$ cat src/rtl/cnn_mac_pkg.sv
// Shared mode constants, saturation bounds and width checks for the CNN MAC datapath.
package cnn_mac_pkg;

    localparam bit MAC_UNSIGNED = 1'b0;
    localparam bit MAC_SIGNED   = 1'b1;
    localparam bit MAC_WRAP     = 1'b0;
    localparam bit MAC_SAT      = 1'b1;

    // Widest accumulator the bound helpers can describe.
    localparam int MAC_MAX_W = 64;

    function automatic logic [MAC_MAX_W-1:0] sat_max(input int width, input bit is_signed);
        logic [MAC_MAX_W-1:0] all_ones;
        all_ones = '1;
        return all_ones >> (MAC_MAX_W - width + int'(is_signed));
    endfunction

    function automatic logic [MAC_MAX_W-1:0] sat_min(input int width, input bit is_signed);
        logic [MAC_MAX_W-1:0] m;
        m = '0;
        if (is_signed) m[width-1] = 1'b1;
        return m;
    endfunction

    function automatic bit mac_widths_ok(input int a_w, input int b_w, input int acc_w);
        return (acc_w >= a_w + b_w) && (acc_w <= MAC_MAX_W);
    endfunction

endpackage

$ cat src/rtl/cnn_mac_mul_stage.sv
// Operand register (S1) and full-precision product register (S2), sized for a DSP48 slice.
module cnn_mac_mul_stage
    import cnn_mac_pkg::*;
#(
    parameter int unsigned A_WIDTH   = 11,
    parameter int unsigned B_WIDTH   = 13,
    parameter int unsigned ACC_WIDTH = 32,
    parameter bit          SIGNED    = MAC_UNSIGNED
) (
    input  logic                 clk,
    input  logic                 reset,
    input  logic                 ce,
    input  logic                 in_valid,
    input  logic                 in_first,
    input  logic                 in_last,
    input  logic [A_WIDTH-1:0]   din0,
    input  logic [B_WIDTH-1:0]   din1,
    output logic                 prod_valid,
    output logic                 prod_first,
    output logic                 prod_last,
    output logic [ACC_WIDTH-1:0] prod
);

    localparam int unsigned P_WIDTH = A_WIDTH + B_WIDTH;

    logic [A_WIDTH-1:0]   a_r;
    logic [B_WIDTH-1:0]   b_r;
    logic                 s1_valid, s1_first, s1_last;
    logic [ACC_WIDTH-1:0] prod_ext;

    generate
        if (SIGNED) begin : g_signed
            logic signed [P_WIDTH-1:0] p;
            assign p        = P_WIDTH'($signed(a_r)) * P_WIDTH'($signed(b_r));
            assign prod_ext = ACC_WIDTH'(p);
        end else begin : g_unsigned
            logic [P_WIDTH-1:0] p;
            assign p        = P_WIDTH'(a_r) * P_WIDTH'(b_r);
            assign prod_ext = ACC_WIDTH'(p);
        end
    endgenerate

    // Data registers carry no reset so they pack into the DSP pipeline registers.
    always_ff @(posedge clk) begin
        if (ce) begin
            a_r  <= din0;
            b_r  <= din1;
            prod <= prod_ext;
        end
    end

    always_ff @(posedge clk) begin
        if (reset) begin
            s1_valid   <= 1'b0;
            s1_first   <= 1'b0;
            s1_last    <= 1'b0;
            prod_valid <= 1'b0;
            prod_first <= 1'b0;
            prod_last  <= 1'b0;
        end else if (ce) begin
            s1_valid   <= in_valid;
            s1_first   <= in_valid & in_first;
            s1_last    <= in_valid & in_last;
            prod_valid <= s1_valid;
            prod_first <= s1_first;
            prod_last  <= s1_last;
        end
    end

endmodule

$ cat src/rtl/cnn_mac_pipe.sv
// Pipelined multiply-accumulate: one product per clock, framed into one dot product per vector.
module cnn_mac_pipe
    import cnn_mac_pkg::*;
#(
    parameter int unsigned A_WIDTH   = 11,
    parameter int unsigned B_WIDTH   = 13,
    parameter int unsigned ACC_WIDTH = 32,
    parameter bit          SIGNED    = MAC_UNSIGNED,
    parameter bit          SATURATE  = MAC_WRAP
) (
    input  logic                 clk,
    input  logic                 reset,
    input  logic                 ce,
    input  logic                 in_valid,
    input  logic                 in_first,
    input  logic                 in_last,
    input  logic [A_WIDTH-1:0]   din0,
    input  logic [B_WIDTH-1:0]   din1,
    output logic                 out_valid,
    output logic [ACC_WIDTH-1:0] dout,
    output logic                 ovf
);

    localparam int MSB = ACC_WIDTH - 1;
    localparam logic [ACC_WIDTH-1:0] SAT_MAX = ACC_WIDTH'(sat_max(ACC_WIDTH, SIGNED));
    localparam logic [ACC_WIDTH-1:0] SAT_MIN = ACC_WIDTH'(sat_min(ACC_WIDTH, SIGNED));

    generate
        if (!mac_widths_ok(A_WIDTH, B_WIDTH, ACC_WIDTH)) begin : g_bad_widths
            $error("cnn_mac_pipe: ACC_WIDTH must be >= A_WIDTH+B_WIDTH and <= MAC_MAX_W");
        end
    endgenerate

    logic                 prod_valid, prod_first, prod_last;
    logic [ACC_WIDTH-1:0] prod;
    logic [ACC_WIDTH-1:0] acc, acc_next, sum;
    logic [ACC_WIDTH:0]   sum_u;
    logic                 sticky, sticky_next, ovf_beat;

    cnn_mac_mul_stage #(
        .A_WIDTH   (A_WIDTH),
        .B_WIDTH   (B_WIDTH),
        .ACC_WIDTH (ACC_WIDTH),
        .SIGNED    (SIGNED)
    ) u_mul (
        .clk        (clk),
        .reset      (reset),
        .ce         (ce),
        .in_valid   (in_valid),
        .in_first   (in_first),
        .in_last    (in_last),
        .din0       (din0),
        .din1       (din1),
        .prod_valid (prod_valid),
        .prod_first (prod_first),
        .prod_last  (prod_last),
        .prod       (prod)
    );

    // Signed overflow: like-signed operands whose sum flips sign; unsigned: carry out.
    always_comb begin
        sum_u = {1'b0, acc} + {1'b0, prod};
        sum   = sum_u[ACC_WIDTH-1:0];
        if (SIGNED) ovf_beat = (acc[MSB] == prod[MSB]) && (sum[MSB] != acc[MSB]);
        else        ovf_beat = sum_u[ACC_WIDTH];
        acc_next    = sum;
        sticky_next = sticky | ovf_beat;
        if (prod_first) begin
            acc_next    = prod;
            sticky_next = 1'b0;
        end else if (ovf_beat && SATURATE) begin
            acc_next = (SIGNED && acc[MSB]) ? SAT_MIN : SAT_MAX;
        end
    end

    always_ff @(posedge clk) begin
        if (reset) begin
            acc       <= '0;
            sticky    <= 1'b0;
            out_valid <= 1'b0;
            dout      <= '0;
            ovf       <= 1'b0;
        end else if (ce) begin
            out_valid <= prod_valid & prod_last;
            if (prod_valid) begin
                if (prod_last) begin
                    // Clearing here lets a vector that omits first still start from zero.
                    acc    <= '0;
                    sticky <= 1'b0;
                    dout   <= acc_next;
                    ovf    <= sticky_next;
                end else begin
                    acc    <= acc_next;
                    sticky <= sticky_next;
                end
            end
        end
    end

endmodule

$ cat config.mk
export PLATFORM = sky130hd
export DESIGN_NAME = cnn_mac_pipe
export DESIGN_NICKNAME = d
export VERILOG_FILES = /design/src/rtl/cnn_mac_pkg.sv /design/src/rtl/cnn_mac_mul_stage.sv /design/src/rtl/cnn_mac_pipe.sv
export SDC_FILE = /design/constraint.sdc
export NUM_CORES = 1
export LEC_CHECK = 0
export BUFFER_PORTS_ARGS = -buffer_cell sky130_fd_sc_hd__buf_4
export CAP_MARGIN = 20
export CORE_MARGIN = 1.5
export CORE_UTILIZATION = 57
export CTS_BUF_LIST = sky130_fd_sc_hd__clkbuf_8
export CTS_CLUSTER_SIZE = 30
export DETAILED_ROUTE_END_ITERATION = 12
export GPL_ROUTABILITY_DRIVEN = 0
export PLACE_DENSITY = 0.76
export SYNTH_ARGS = -nofsm -noshare
export SYNTH_HDL_FRONTEND = slang
export SYNTH_SLANG_ARGS = --single-unit
$ cat constraint.sdc
create_clock -name clk -period 7.6 [get_ports clk]
set_clock_uncertainty 0.2 [all_clocks]
set_input_delay 0.76 -clock clk [delete_from_list [all_inputs] [get_ports clk]]
set_output_delay 0.76 -clock clk [all_outputs]
set_load 0.02 [all_outputs]
# Yosys cells after proc, flatten, opt, wreduce, memory -nomap -nowiden
# Index checks and enable logic that the tools add are counted.
[word_totals] ff_bits=121 input_bits=30 out_inout_bits=34 elab_cells=26
[op_classes] addsub=1 multipliers=1 n_mux=4 bitwise=4 reduce_logical=2
[ops] cell="two-way mux 32 bit" n=2
[ops] cell="adder 32 x 24 -> 33 bit" n=1
[ops] cell="multiplier 11 x 13 -> 24 bit" n=1
[ops] cell="bitwise AND 1 bit" n=3
[ops] cell="AND reduction 3 bit" n=1
[ops] cell="two-way mux 1 bit" n=2
[ops] cell="AND reduction 2 bit" n=1
[ops] cell="bitwise OR 1 bit" n=1

# Depth between registers and ports, before layout
# Gate-level depths: netlist of run 1.
[logic_depth] word_depth=4 depth_mapped=21

# Cells and area by module
# A second synthesis of run 1 with hierarchy kept.
[hier_totals] hier_cells=1205 area_unflattened_um2=11016.8
[by_module_without_submodules] module="cnn_mac_mul_stage" n_inst=1 cells_each=636 area_each_um2=6466.2 seq_area_each_um2=1561.5
[by_module_without_submodules] module="cnn_mac_pipe" n_inst=1 cells_each=569 area_each_um2=4550.6 seq_area_each_um2=1341.3

# Worst setup path after synthesis of run 1
# OpenSTA, ideal clock, no wires.
[synth_path] kind="reg-to-reg" from="register u_mul.a_r[2]" to="register u_mul.prod[22], data pin" setup_ps=263 arrival_time_ps=5195 t_required_ps=7137 path_slack_ps=1943 path_stages_with_launch=20 n_path_buf=1 period_less_slack_ps=5657 cell_sequence="edfxtp_1 > clkbuf_1 > nand2_1 > fa_1 > fa_1 > fa_1 > inv_1 > fa_1 > inv_1 > fa_1 > inv_1 > ha_1 > o21a_1 > o211ai_1 > or3b_1 > a311o_1 > a21o_1 > a21oi_2 > o41ai_2 > xnor2_1"
[synth_via] elab_chain_cells=1
[synth_rtl] element="start, declared" line_no="cnn_mac_mul_stage.sv:26" source="logic [A_WIDTH-1:0] a_r;"
[synth_rtl] element="start signal, assigned" line_no="cnn_mac_mul_stage.sv:46" source="a_r <= din0;"
[synth_rtl] element="multiplier 11 x 13 -> 24 bit" line_no="cnn_mac_mul_stage.sv:38" source="assign p = P_WIDTH'(a_r) * P_WIDTH'(b_r);"
[synth_rtl] element="net u_mul.g_unsigned.p[22]" line_no="cnn_mac_mul_stage.sv:37" source="logic [P_WIDTH-1:0] p;"
[synth_rtl] element="end signal, assigned" line_no="cnn_mac_mul_stage.sv:48" source="prod <= prod_ext;"
[synth_rtl] element="end, declared" line_no="cnn_mac_mul_stage.sv:21" source="output logic [ACC_WIDTH-1:0] prod"
# The timed path passes the listed nets, and every way through them passes these cells.
# A chain may end at the register's enable or synchronous reset.

# Worst setup path after layout of run 1
# Ends and elaborated chain as after synthesis.

==> results by group, run 1 <==
Yosys
  – Async set-reset flop share out of synthesis: 0
  – Avg Inst Size Synth: 9.090 µm²
  – Mapped Cells: 1,133
  – Post-synth EDFFs: 48
  – Sequential-to-total area share from yosys stat: 0.2819
  – Post-synth cell types: between 50 and 60
  – Primary FF master, synth: dfxtp_1
  – YS warnings: 0
  – Seq cells post-synth: 121
  – Syn Std Cell Area: 10,300 µm²
  – Synthesized Nets: 1,348

Drt
  – Final ANT Viol Nets: 0
  – Drt drc: 0
  – Drt first pass iters: 5
  – DR vias: approximately 8,000
  – WL final: 20,360 µm
  – Drt via density: 5.531
  – Iteration-0 DRC Markers: 487
  – DR WL/cell: 14.46 µm

Worst setup path
  – Slowest-stage cell, CP: fa_1
  – WP buf/inv: 3
  – Largest stage delay on the critical path: 0.58 ns
  – R2R setup slack: 1.71 ns
  – Setup Crit Path Kind: register to register
  – R2r startpoint: u_mul.a_r[2]
  – R2R cell count: 18
  – Crit. End Element: register
  – CP Data Arrival Time: ~6 ns
  – Worst path most repeated cell: fa_1
  – Crit-path leading delay family: adder cells
  – Crit-path max FO: 13
  – R2r endpoint: u_mul.prod[22]
  – Worst path cell trace: nand2_1, fa_1, fa_1, fa_1, inv_1, fa_1, inv_1, fa_1, inv_1, ha_1, a2111oi_0, o21ai_0, or3b_1, a311o_1, a21o_1, a21oi_2, o41ai_2, xnor2_1
  – CP startpoint kind: register
  – Worst EP required: 7.60 ns

Timing
  – Final setup viols: 0
  – Unrepaired setup endpoints after global routing: no
  – Final hold vios: 0
  – Fin Setup TNS: 0 ns
  – Max frequency: between 150 and 200 MHz
  – Slew @ Worst Pin: 0.9868 ns
  – Pins over their slew limit: 0
  – Min Tclk post-route: 5.888 ns
  – Final Cycle Share: 0.7748
  – Final setup margin: 1.712 ns
  – Rel. slew slack: 0.3421

Clocking
  – Clk_lat worst skew: 0.45 ns
  – Post-CTS setup buffers: 0
  – Clock buffer depth: 2
  – # resized after CTS: 0
  – Hold-fix buffers, CTS: 0
  – CTS tree: yes
  – # H-tree levels: 4
  – CTS root buf: clkbuf_8
  – Worst-path clk slew: ~0.080 ns
  – TritonCTS Buffers: 17
  – Num Clock Sinks: 121

Layout
  – Leading cell type in the layout, fill and taps excluded: inv_1
  – Antenna Cells: 0
  – Nets: 1,385
  – Layout cell share with drive strength beyond 1: 0.09637
  – Area Growth Syn to Fin: 9.731%
  – Most frequent cells in the layout: inv_1 (147), nand2_1 (139), fa_1 (99)
  – Fin cells: between 1,000 and 1,500

Power and ir drop
  – Static Leakage: 5.148 nW
  – Cell Pwr Density: roughly 370 nW/µm²
  – Max VDD drop: 0.2453 mV

Floorplan
  – Die width: ~140 µm
  – I/O pins: 64
  – Initial core utilization: 0.5893
  – Die area: 18,880 µm²
  – Core area: 17,480 µm²
  – Die Y: 137.4 µm
  – Rows: 48

Place
  – Dpl cells: approximately 1,400
  – Dpl hpwl: between 15,000 and 20,000 µm
  – Setup WS pre-CTS: 1.713 ns
  – IO buf count: 63

Flow run
  – Max Cap Violations: 0

Worst hold path
  – Type of the most critical hold path: register to register
  – Hold path start: dout[30]
  – Hold path depth: 2
  – Worst Hold End: dout[30]

Outcome
  – Status: finished clean

Global route
  – Gr ovfl total: 0
  – Initial antenna violation count: 0
  – Global-route wire length before repair: 34,670 µm
  – Vias in the first global route: 7,322
  – Largest net degree at the start of global routing: 61
  – Tot GR Track Use: 0.2322
-- through the flow --
| stage | hold WS [ns] | utilization | instance area [µm²] | total power [mW] |
|---|---|---|---|---|
| 2_1_floorplan | 0.2291 | - | 10300 | 3.047 |
| 3_3_place_gp | 0.2370 | 0.6234 | 10900 | 3.471 |
| 3_5_place_dp | 0.2436 | 0.6234 | 10900 | 3.540 |
| 4_1_cts | 0.2580 | 0.6463 | 11300 | 4.150 |
| 5_1_grt | 0.2484 | 0.6466 | 11300 | 4.570 |
| 6_report | 0.2546 | 0.6466 | 11300 | 4.145 |
-- cells in the mapped netlist (5+ instances only) --
library cell / n / share of area
a22oi_1: 12 / 0.0087
nand2b_1: 9 / 0.0055
mux2i_1: 10 / 0.0097
and3_1: 8 / 0.0049
o21a_1: 6 / 0.0044
or3_1: 5 / 0.0030
a21o_1: 18 / 0.013
o21bai_1: 9 / 0.0066
nand3_1: 12 / 0.0058
nor2b_1: 6 / 0.0036
edfxtp_1: 48 / 0.14
fa_1: 99 / 0.19
o211ai_1: 6 / 0.0044
clkbuf_1: 44 / 0.016
ha_1: 86 / 0.10
nand2_1: 139 / 0.051
o21ai_0: 54 / 0.026
and2_1: 75 / 0.046
a21oi_1: 60 / 0.029
nor3_1: 15 / 0.0073
nor2_1: 73 / 0.027
dfxtp_1: 73 / 0.14
a32oi_1: 5 / 0.0043
a211oi_1: 16 / 0.012
buf_1: 5 / 0.0018
inv_1: 147 / 0.054
xnor2_1: 36 / 0.031
xor2_1: 6 / 0.0051
-- area by class of cell --
class                           count  area [µm²]
Clock inverter                     15       166.4
Multi-Input combinational cell    816        6664
Fill cell                        1450        6176
Tap cell                          225       281.5
Timing Repair Buffer               67       500.5
Clock buffer                       17       234.0
Sequential cell                   121        2903
Inverter                          147       551.8
-- flip-flops by register name, summed over array words and instances, names as in the netlist --
name / flops
acc: 32
u_mul.a_r: 11
u_mul.s1_valid: 1
u_mul.prod_last: 1
u_mul.prod_first: 1
u_mul.prod_valid: 1
out_valid: 1
u_mul.b_r: 13
dout: 32
u_mul.prod: 24
ovf: 1
u_mul.s1_last: 1
sticky: 1
u_mul.s1_first: 1
-- metal layers --
layer  up-vias  GRT usage  wire, µm
li1       3832          -         -
met1      3736     0.3215      9862
met2       198     0.3758      9258
met3        21    0.04231       980
met4         0    0.06316       262
met5         -          0         0
-- report_power, final --
part           leakage [nW]  internal (mW)  switching [mW]
clock                 0.209          0.299           0.295
sequential             1.06          0.881          0.0811
combinational          3.88           1.14            1.45
total                  5.15           2.32            1.82
-- cell families (layout without fill, tap and decap cells) --
logic type	count (synthesis)	after routing	share of synthesized area
flops	121	121	0.2819
simple gates	351	351	0.1599
compound gates	225	225	0.1412
buf+inv	196	246	0.07144
mux	13	13	0.01300
xor+xnor	42	42	0.03572
fa+ha+maj	185	185	0.2969
-- worst max path at each step --
| stage | startpoint | endpoint | slack [ns] | depth (start not counted) |
|---|---|---|---|---|
| detailed placement | u_mul.a_r[2] | u_mul.prod[22] | 1.71 | 18 |
| finish | u_mul.a_r[2] | u_mul.prod[22] | 1.71 | 18 |
| global placement | u_mul.a_r[2] | u_mul.prod[22] | 1.81 | 18 |
| CTS | u_mul.a_r[2] | u_mul.prod[22] | 1.71 | 18 |
| floorplan | u_mul.a_r[2] | u_mul.prod[22] | 1.94 | 19 |
| global route | u_mul.a_r[3] | u_mul.prod[22] | 1.37 | 18 |
-- tightest hold or removal path: stages (launching register included) --
cell and delay [ns]:
dfxtp_1 0.33, nand2_1 0.04, o21ai_0 0.05
Power figures use the tool's default switching activity.
==> inputs of run 2 (changes only) <==
--- a/config.mk
+++ b/config.mk
@@ -13,7 +13,7 @@
 export CTS_CLUSTER_SIZE = 30
 export DETAILED_ROUTE_END_ITERATION = 12
 export GPL_ROUTABILITY_DRIVEN = 0
-export PLACE_DENSITY = 0.76
+export PLACE_DENSITY = 0.79
 export SYNTH_ARGS = -nofsm -noshare
 export SYNTH_HDL_FRONTEND = slang
 export SYNTH_SLANG_ARGS = --single-unit
==> constraint.sdc (replaced) <==
create_clock -name clk -period 4.95 [get_ports clk]
set_clock_uncertainty 0.2 [all_clocks]
set_input_delay 0.495 -clock clk [delete_from_list [all_inputs] [get_ports clk]]
set_output_delay 0.495 -clock clk [all_outputs]
set_load 0.02 [all_outputs]
==> run 2 against run 1 <==
  * The run now ends with negative setup slack left
  * Critical path depth fell by 1
  * Clock power rose by 32%
  * Critical endpoint unchanged
  * Power rose by 97%
  * Critical path type unchanged
  * Die area did not move
  * Global-route usage rose by 2.3 points
==> results by group, run 2 (synthesis gave the netlist of run 1 again) <==
Outcome
  – Status: finished, violations left (was finished clean)
  – Failing checks: negative setup slack

Timing
  – Min Tclk post-route: 5.522 ns (was 5.888 ns)
  – Unrepaired setup endpoints after global routing: yes (was no)
  – Final setup margin: -0.5720 ns (was 1.712 ns)
  – Max frequency: 181.1 MHz (was 169.8 MHz)
  – Final Cycle Share: 1.116 (was 0.7748)
  – Final setup viols: 11 (was 0)
  – Rel. slew slack: 0.2667 (was 0.3421)
  – Final hold vios: 0 (unchanged)
  – Slew @ Worst Pin: 1.092 ns (was 0.9868 ns)
  – Pins over their slew limit: 0 (unchanged)

Drt
  – Final ANT Viol Nets: 0 (unchanged)
  – DR vias: 8,268 (was 7,787)
  – Iteration-0 DRC Markers: 463 (was 487)
  – Drt drc: 0 (unchanged)
  – WL final: 23,050 µm (was 20,360 µm)
  – DR WL/cell: 15.25 µm (was 14.46 µm)
  – Drt first pass iters: 5 (unchanged)
  – Drt via density: 5.472 (was 5.531)

Floorplan
  – Rows: 48 (unchanged)
  – Core area: 17,480 µm² (unchanged)
  – Die Y: 137.4 µm (unchanged)
  – Die area: 18,880 µm² (unchanged)
  – I/O pins: 64 (unchanged)
  – Initial core utilization: 0.5893 (unchanged)
  – Die width: 137.4 µm (unchanged)

Clocking
  – CTS root buf: clkbuf_8 (unchanged)
  – Num Clock Sinks: 121 (unchanged)
  – TritonCTS Buffers: 17 (unchanged)
  – CTS tree: yes (unchanged)
  – Clk_lat worst skew: 0.45 ns (about the same)
  – # H-tree levels: 4 (unchanged)
  – Clock buffer depth: 2 (unchanged)
  – Worst-path clk slew: 0.08 ns (about the same)

Flow run
  – Max Cap Violations: 0 (unchanged)

Worst setup path
  – Crit path launch: u_mul.b_r[3] (was u_mul.a_r[2])
  – Crit-path max FO: 7 (was 13)
  – Worst EP required: 4.94 ns (was 7.60 ns)
  – CP Data Arrival Time: 5.51 ns (was 5.88 ns)
  – R2r startpoint: u_mul.b_r[3] (was u_mul.a_r[2])
  – CP startpoint kind: register (unchanged)
  – R2R cell count: 17 (was 18)
  – R2r endpoint: u_mul.prod[22] (unchanged)
  – R2R setup slack: -0.57 ns (was 1.71 ns)
  – Crit. End Element: register (unchanged)
  – Setup Crit Path Kind: register to register (unchanged)

Layout
  – Area Growth Syn to Fin: 19.72% (was 9.731%)
  – Most frequent cells in the layout: buf_4 (148), inv_1 (140), nand2_1 (133) (was inv_1 (147), nand2_1 (139), fa_1 (99))
  – Leading cell type in the layout, fill and taps excluded: buf_4 (was inv_1)
  – Fin cells: 1,511 (was 1,408)
  – Top flop regs: acc: 32 flops, dout: 32 flops, u_mul.prod: 24 flops (unchanged)
  – Nets: 1,490 (was 1,385)
  – Antenna Cells: 0 (unchanged)
  – Layout cell share with drive strength beyond 1: 0.1913 (was 0.09637)
  – Final Cell Area: 12,330 µm² (was 11,300 µm²)

Power and ir drop
  – Tot Pwr: 8.166 mW (was 4.145 mW)
  – Max VDD drop: 0.5940 mV (was 0.2453 mV)
  – Switching Fraction: 0.4291 (was 0.4395)
  – Clk pwr share: 0.096 (was 0.143)
  – Psw: 3.504 mW (was 1.822 mW)
  – Reg power frac: 0.178 (was 0.232)
  – Cell Pwr Density: 662.3 nW/µm² (was 366.8 nW/µm²)
  – Static Leakage: 5.655 nW (was 5.148 nW)
  – Int Power: 4.662 mW (was 2.323 mW)
  – Comb power frac: 0.726 (was 0.625)

Global route
  – Global-route wire length before repair: 37,870 µm (was 34,670 µm)
  – Gr ovfl total: 0 (unchanged)
  – Largest net degree at the start of global routing: 49 (was 61)
  – Tot GR Track Use: 0.2548 (was 0.2322)
  – Vias in the first global route: 8,312 (was 7,322)
  – Initial antenna violation count: 0 (unchanged)

Worst hold path
  – Type of the most critical hold path: input pin to register (was register to register)
  – Hold path depth: 1 (was 2)
  – Hold path start: din1[4] (was dout[30])
  – Worst Hold End: u_mul.b_r[4] (was dout[30])

Place
  – Dpl hpwl: 17,410 µm (was 15,670 µm)
  – DP Area: 11,550 µm² (was 10,900 µm²)
  – IO buf count: 63 (unchanged)
  – Dpl cells: 1,454 (was 1,375)
## run 2: cell types whose count changed in the layout (fill, tap and decap cells not counted), sizes merged
| cell | delta |
|---|---|
| buf | +92 |
| bufinv | -2 |
| clkbuf | +1 |
| clkinv | -4 |
| clkinvlp | +2 |
| dlygate4sd3 | +14 |
## run 2: worst max path at each step
stage,to,slack [ns],cells after the start
final,u_mul.prod[22],-0.57,17
after global placement,u_mul.prod[22],-0.53,18
after global routing,u_mul.prod[22],-0.75,17
after CTS,u_mul.prod[22],-0.48,18
after floorplan,u_mul.prod[22],-0.43,19
after detailed placement,u_mul.prod[22],-0.65,20
## run 2: layout make-up
type / instances / area [µm²]
multi-input cells: 816 / 6897
fillers: 1296 / 5147
flip-flops and latches: 121 / 2903
repair buffers: 172 / 1364
inverters: 147 / 551.8
well taps: 225 / 281.5
clock buffers: 19 / 261.5
clock inverters: 11 / 71.32
## run 2: what timing repair did
action                     CTS  global route
pin swaps                   16            18
hold endpoints to repair    13             1
hold buffers                13             1
setup endpoints to repair   12            15
buffers inserted             3            10
gates resized for setup     16            42
## run 2: stage by stage
stage | worst slack, ns | hold slack, ns | setup TNS [ns] | utilization
global placement | -0.5272 | 0.2390 | -2.598 | 0.6612
floorplan | -0.4329 | 0.2291 | -1.338 | -
detailed placement | -0.6513 | 0.2452 | -3.538 | 0.6612
global route | -0.7478 | 0.0004378 | -5.502 | 0.7055
CTS | -0.4767 | 0.0001449 | -2.866 | 0.6916
finish | -0.5720 | 0.02188 | -3.095 | 0.7055
## run 2: per-layer routing
| layer | GRT usage | vias to the layer above | share of wire |
|---|---|---|---|
| met4 | 0.08012 | 0 | 0.021 |
| met1 | 0.3114 | 3955 | 0.43 |
| li1 | - | 4039 | - |
| met5 | 0 | - | 0 |
| met2 | 0.4597 | 237 | 0.50 |
| met3 | 0.04010 | 37 | 0.048 |
## run 2: worst max-delay path: stages, from the launching register on
cell	delay, ns
edfxtp_1	0.52
buf_4	0.19
and2_4	0.15
fa_1	0.55
fa_1	0.43
fa_1	0.47
fa_1	0.49
inv_1	0.05
fa_1	0.47
inv_1	0.04
ha_1	0.29
o211ai_1	0.10
or3b_4	0.43
a311o_1	0.31
a21o_1	0.18
a21oi_2	0.17
o41ai_2	0.09
xnor2_1	0.14
## run 2: power groups by stage
stage          clock (mW)  sequential [mW]  combinational (mW)
6_report            0.786             1.45                5.93
5_1_grt             0.845             1.46                6.59
4_1_cts             0.797             1.45                5.26
3_5_place_dp            0             1.47                5.11
3_3_place_gp            0             1.47                4.89
2_1_floorplan           0             1.42                3.47
==> inputs of run 3 (changes only) <==
--- a/config.mk
+++ b/config.mk
@@ -12,8 +12,8 @@
 export CTS_BUF_LIST = sky130_fd_sc_hd__clkbuf_8
 export CTS_CLUSTER_SIZE = 30
 export DETAILED_ROUTE_END_ITERATION = 12
-export GPL_ROUTABILITY_DRIVEN = 0
 export PLACE_DENSITY = 0.79
+export SKIP_CTS_REPAIR_TIMING = 1
 export SYNTH_ARGS = -nofsm -noshare
 export SYNTH_HDL_FRONTEND = slang
 export SYNTH_SLANG_ARGS = --single-unit
==> run 3 against run 2 <==
  * Cell count up 0.79%
  * Critical endpoint unchanged
  * Routed wire length up 1.8%
  * The run still ends with negative setup slack left
  * Die area unchanged
  * Register-to-register slack worse by 0.02 ns
  * Largest power group unchanged
  * First-iteration DRC count up 8.2%
  * Critical path type unchanged
==> results by group, run 3 (synthesis gave the netlist of run 1 again) <==
Outcome
  – Status: finished, violations left (unchanged)
  – Failing checks: negative setup slack (unchanged)

Timing
  – Pins over their slew limit: 0 (unchanged)
  – Final hold vios: 0 (unchanged)
  – Unrepaired setup endpoints after global routing: yes (unchanged)
  – Final setup margin: -0.5916 ns (was -0.5720 ns)
  – Max frequency: 180.5 MHz (was 181.1 MHz)
  – Slew @ Worst Pin: 1.080 ns (was 1.092 ns)
  – Final Cycle Share: 1.120 (was 1.116)
  – Hold_ws: 0.02790 ns (was 0.02188 ns)
  – Final setup viols: 10 (was 11)
  – Rel. slew slack: 0.2744 (was 0.2667)
  – Min Tclk post-route: 5.542 ns (was 5.522 ns)

Worst hold path
  – Type of the most critical hold path: input pin to register (unchanged)

Worst setup path
  – Crit. End Element: register (unchanged)
  – Crit-path max FO: 4 (was 7)
  – CP startpoint kind: register (unchanged)
  – Setup Crit Path Kind: register to register (unchanged)
  – CP Data Arrival Time: 5.54 ns (was 5.51 ns)
  – Worst EP required: 4.95 ns (was 4.94 ns)

Global route
  – Tot GR Track Use: 0.2512 (was 0.2548)
  – Largest net degree at the start of global routing: 50 (was 49)
  – Gr ovfl total: 0 (unchanged)
  – Vias in the first global route: 8,083 (was 8,312)
  – Initial antenna violation count: 0 (unchanged)
  – Global-route wire length before repair: 37,200 µm (was 37,870 µm)

Drt
  – Drt drc: 0 (unchanged)
  – Drt first pass iters: 5 (unchanged)
  – DR WL/cell: 15.41 µm (was 15.25 µm)
  – DR vias: 8,267 (was 8,268)
  – Drt via density: 5.428 (was 5.472)
  – Iteration-0 DRC Markers: 501 (was 463)
  – Final ANT Viol Nets: 0 (unchanged)
  – WL final: 23,470 µm (was 23,050 µm)

Power and ir drop
  – Max VDD drop: 0.6659 mV (was 0.5940 mV)
  – Cell Pwr Density: 653.9 nW/µm² (was 662.3 nW/µm²)
  – Static Leakage: 5.750 nW (was 5.655 nW)

Place
  – Dpl cells: 1,450 (was 1,454)
  – Dpl hpwl: 17,460 µm (was 17,410 µm)
  – Setup WS pre-CTS: -0.6215 ns (was -0.6513 ns)
  – GP Congestion: 0.9145
  – IO buf count: 63 (unchanged)

Clocking
  – TritonCTS Buffers: 17 (unchanged)
  – Worst-path clk slew: 0.08 ns (about the same)
  – # H-tree levels: 4 (unchanged)
  – CTS tree: yes (unchanged)
  – Clk_lat worst skew: 0.46 ns (was 0.45 ns)
  – Clock buffer depth: 2 (unchanged)
  – CTS root buf: clkbuf_8 (unchanged)
  – Num Clock Sinks: 121 (unchanged)

Floorplan
  – Die width: 137.4 µm (unchanged)
  – Die Y: 137.4 µm (unchanged)
  – Core area: 17,480 µm² (unchanged)
  – Rows: 48 (unchanged)
  – I/O pins: 64 (unchanged)
  – Initial core utilization: 0.5893 (unchanged)
  – Die area: 18,880 µm² (unchanged)

Layout
  – Seq. cell area: 2903 µm² (unchanged)
  – Multi-input logic area: 6947 µm² (was 6897 µm²)
  – Post-layout util: 0.7206 (was 0.7055)
  – Leading cell type in the layout, fill and taps excluded: buf_4 (unchanged)
  – Nets: 1,500 (was 1,490)
  – Antenna Cells: 0 (unchanged)
  – Top flop regs: acc: 32 flops, dout: 32 flops, u_mul.prod: 24 flops (unchanged)
  – Filler cells: 1,244 (was 1,296)
  – Layout cell share with drive strength beyond 1: 0.2057 (was 0.1913)
  – Most frequent cells in the layout: buf_4 (146), inv_1 (140), nand2_1 (124) (was buf_4 (148), inv_1 (140), nand2_1 (133))
  – Area Growth Syn to Fin: 22.28% (was 19.72%)
  – Fin cells: 1,523 (was 1,511)

Flow run
  – Max Cap Violations: 0 (unchanged)
[run 3: layout make-up]
| class | count | area share |
|---|---|---|
| inverters | 147 | 0.04382 |
| well taps | 225 | 0.02235 |
| repair buffers | 182 | 0.1184 |
| multi-input cells | 816 | 0.5516 |
| clock buffers | 18 | 0.01967 |
| clock inverters | 14 | 0.01361 |
| flip-flops and latches | 121 | 0.2305 |
[run 3: metal layers]
| layer | track usage | share of wire | vias up |
|---|---|---|---|
| li1 | - | - | 4054 |
| met1 | 0.3184 | 0.44 | 3976 |
| met2 | 0.4361 | 0.51 | 211 |
| met3 | 0.04378 | 0.041 | 26 |
| met4 | 0.08070 | 0.011 | 0 |
| met5 | 0 | 0 | - |
[run 3: path summary, 6_finish.rpt]
path | start | endpoint | slack [ns] | depth (start not counted)
max | u_mul.b_r[4] | u_mul.prod[22] | -0.59 | 19
min | din1[6] | u_mul.b_r[6] | 0.03 | 1
max reg2reg | u_mul.b_r[4] | u_mul.prod[22] | -0.59 | 19
min reg2reg | dout[30] | dout[30] | 0.26 | 2
[run 3: report_power, final]
part	internal [mW]	total (mW)	switching [mW]
registers	1.35	1.45	0.0998
logic	2.87	5.81	2.93
clock network	0.516	0.976	0.460
[run 3: metrics by stage]
step                      power (mW)  area, µm²  setup TNS [ns]
after floorplan                4.891      10420          -1.338
after global placement         6.272      11520          -2.419
after detailed placement       6.470      11520          -3.328
after CTS                      7.490      11940          -3.754
after global routing           9.000      12590          -5.047
final                          8.235      12590          -3.421
[run 3: worst max-delay path, stage by stage, from the launching register on]
cell and delay (ns):
edfxtp_1 0.48, buf_4 0.19, and2_4 0.16, fa_1 0.49, inv_1 0.05, fa_1 0.49
inv_2 0.04, fa_2 0.41, fa_1 0.48, inv_1 0.05, fa_1 0.52, inv_2 0.05
ha_4 0.26, o211ai_1 0.07, or3b_4 0.40, a311o_1 0.34, a21o_1 0.22, a21oi_2 0.17
o41ai_2 0.08, xnor2_1 0.13
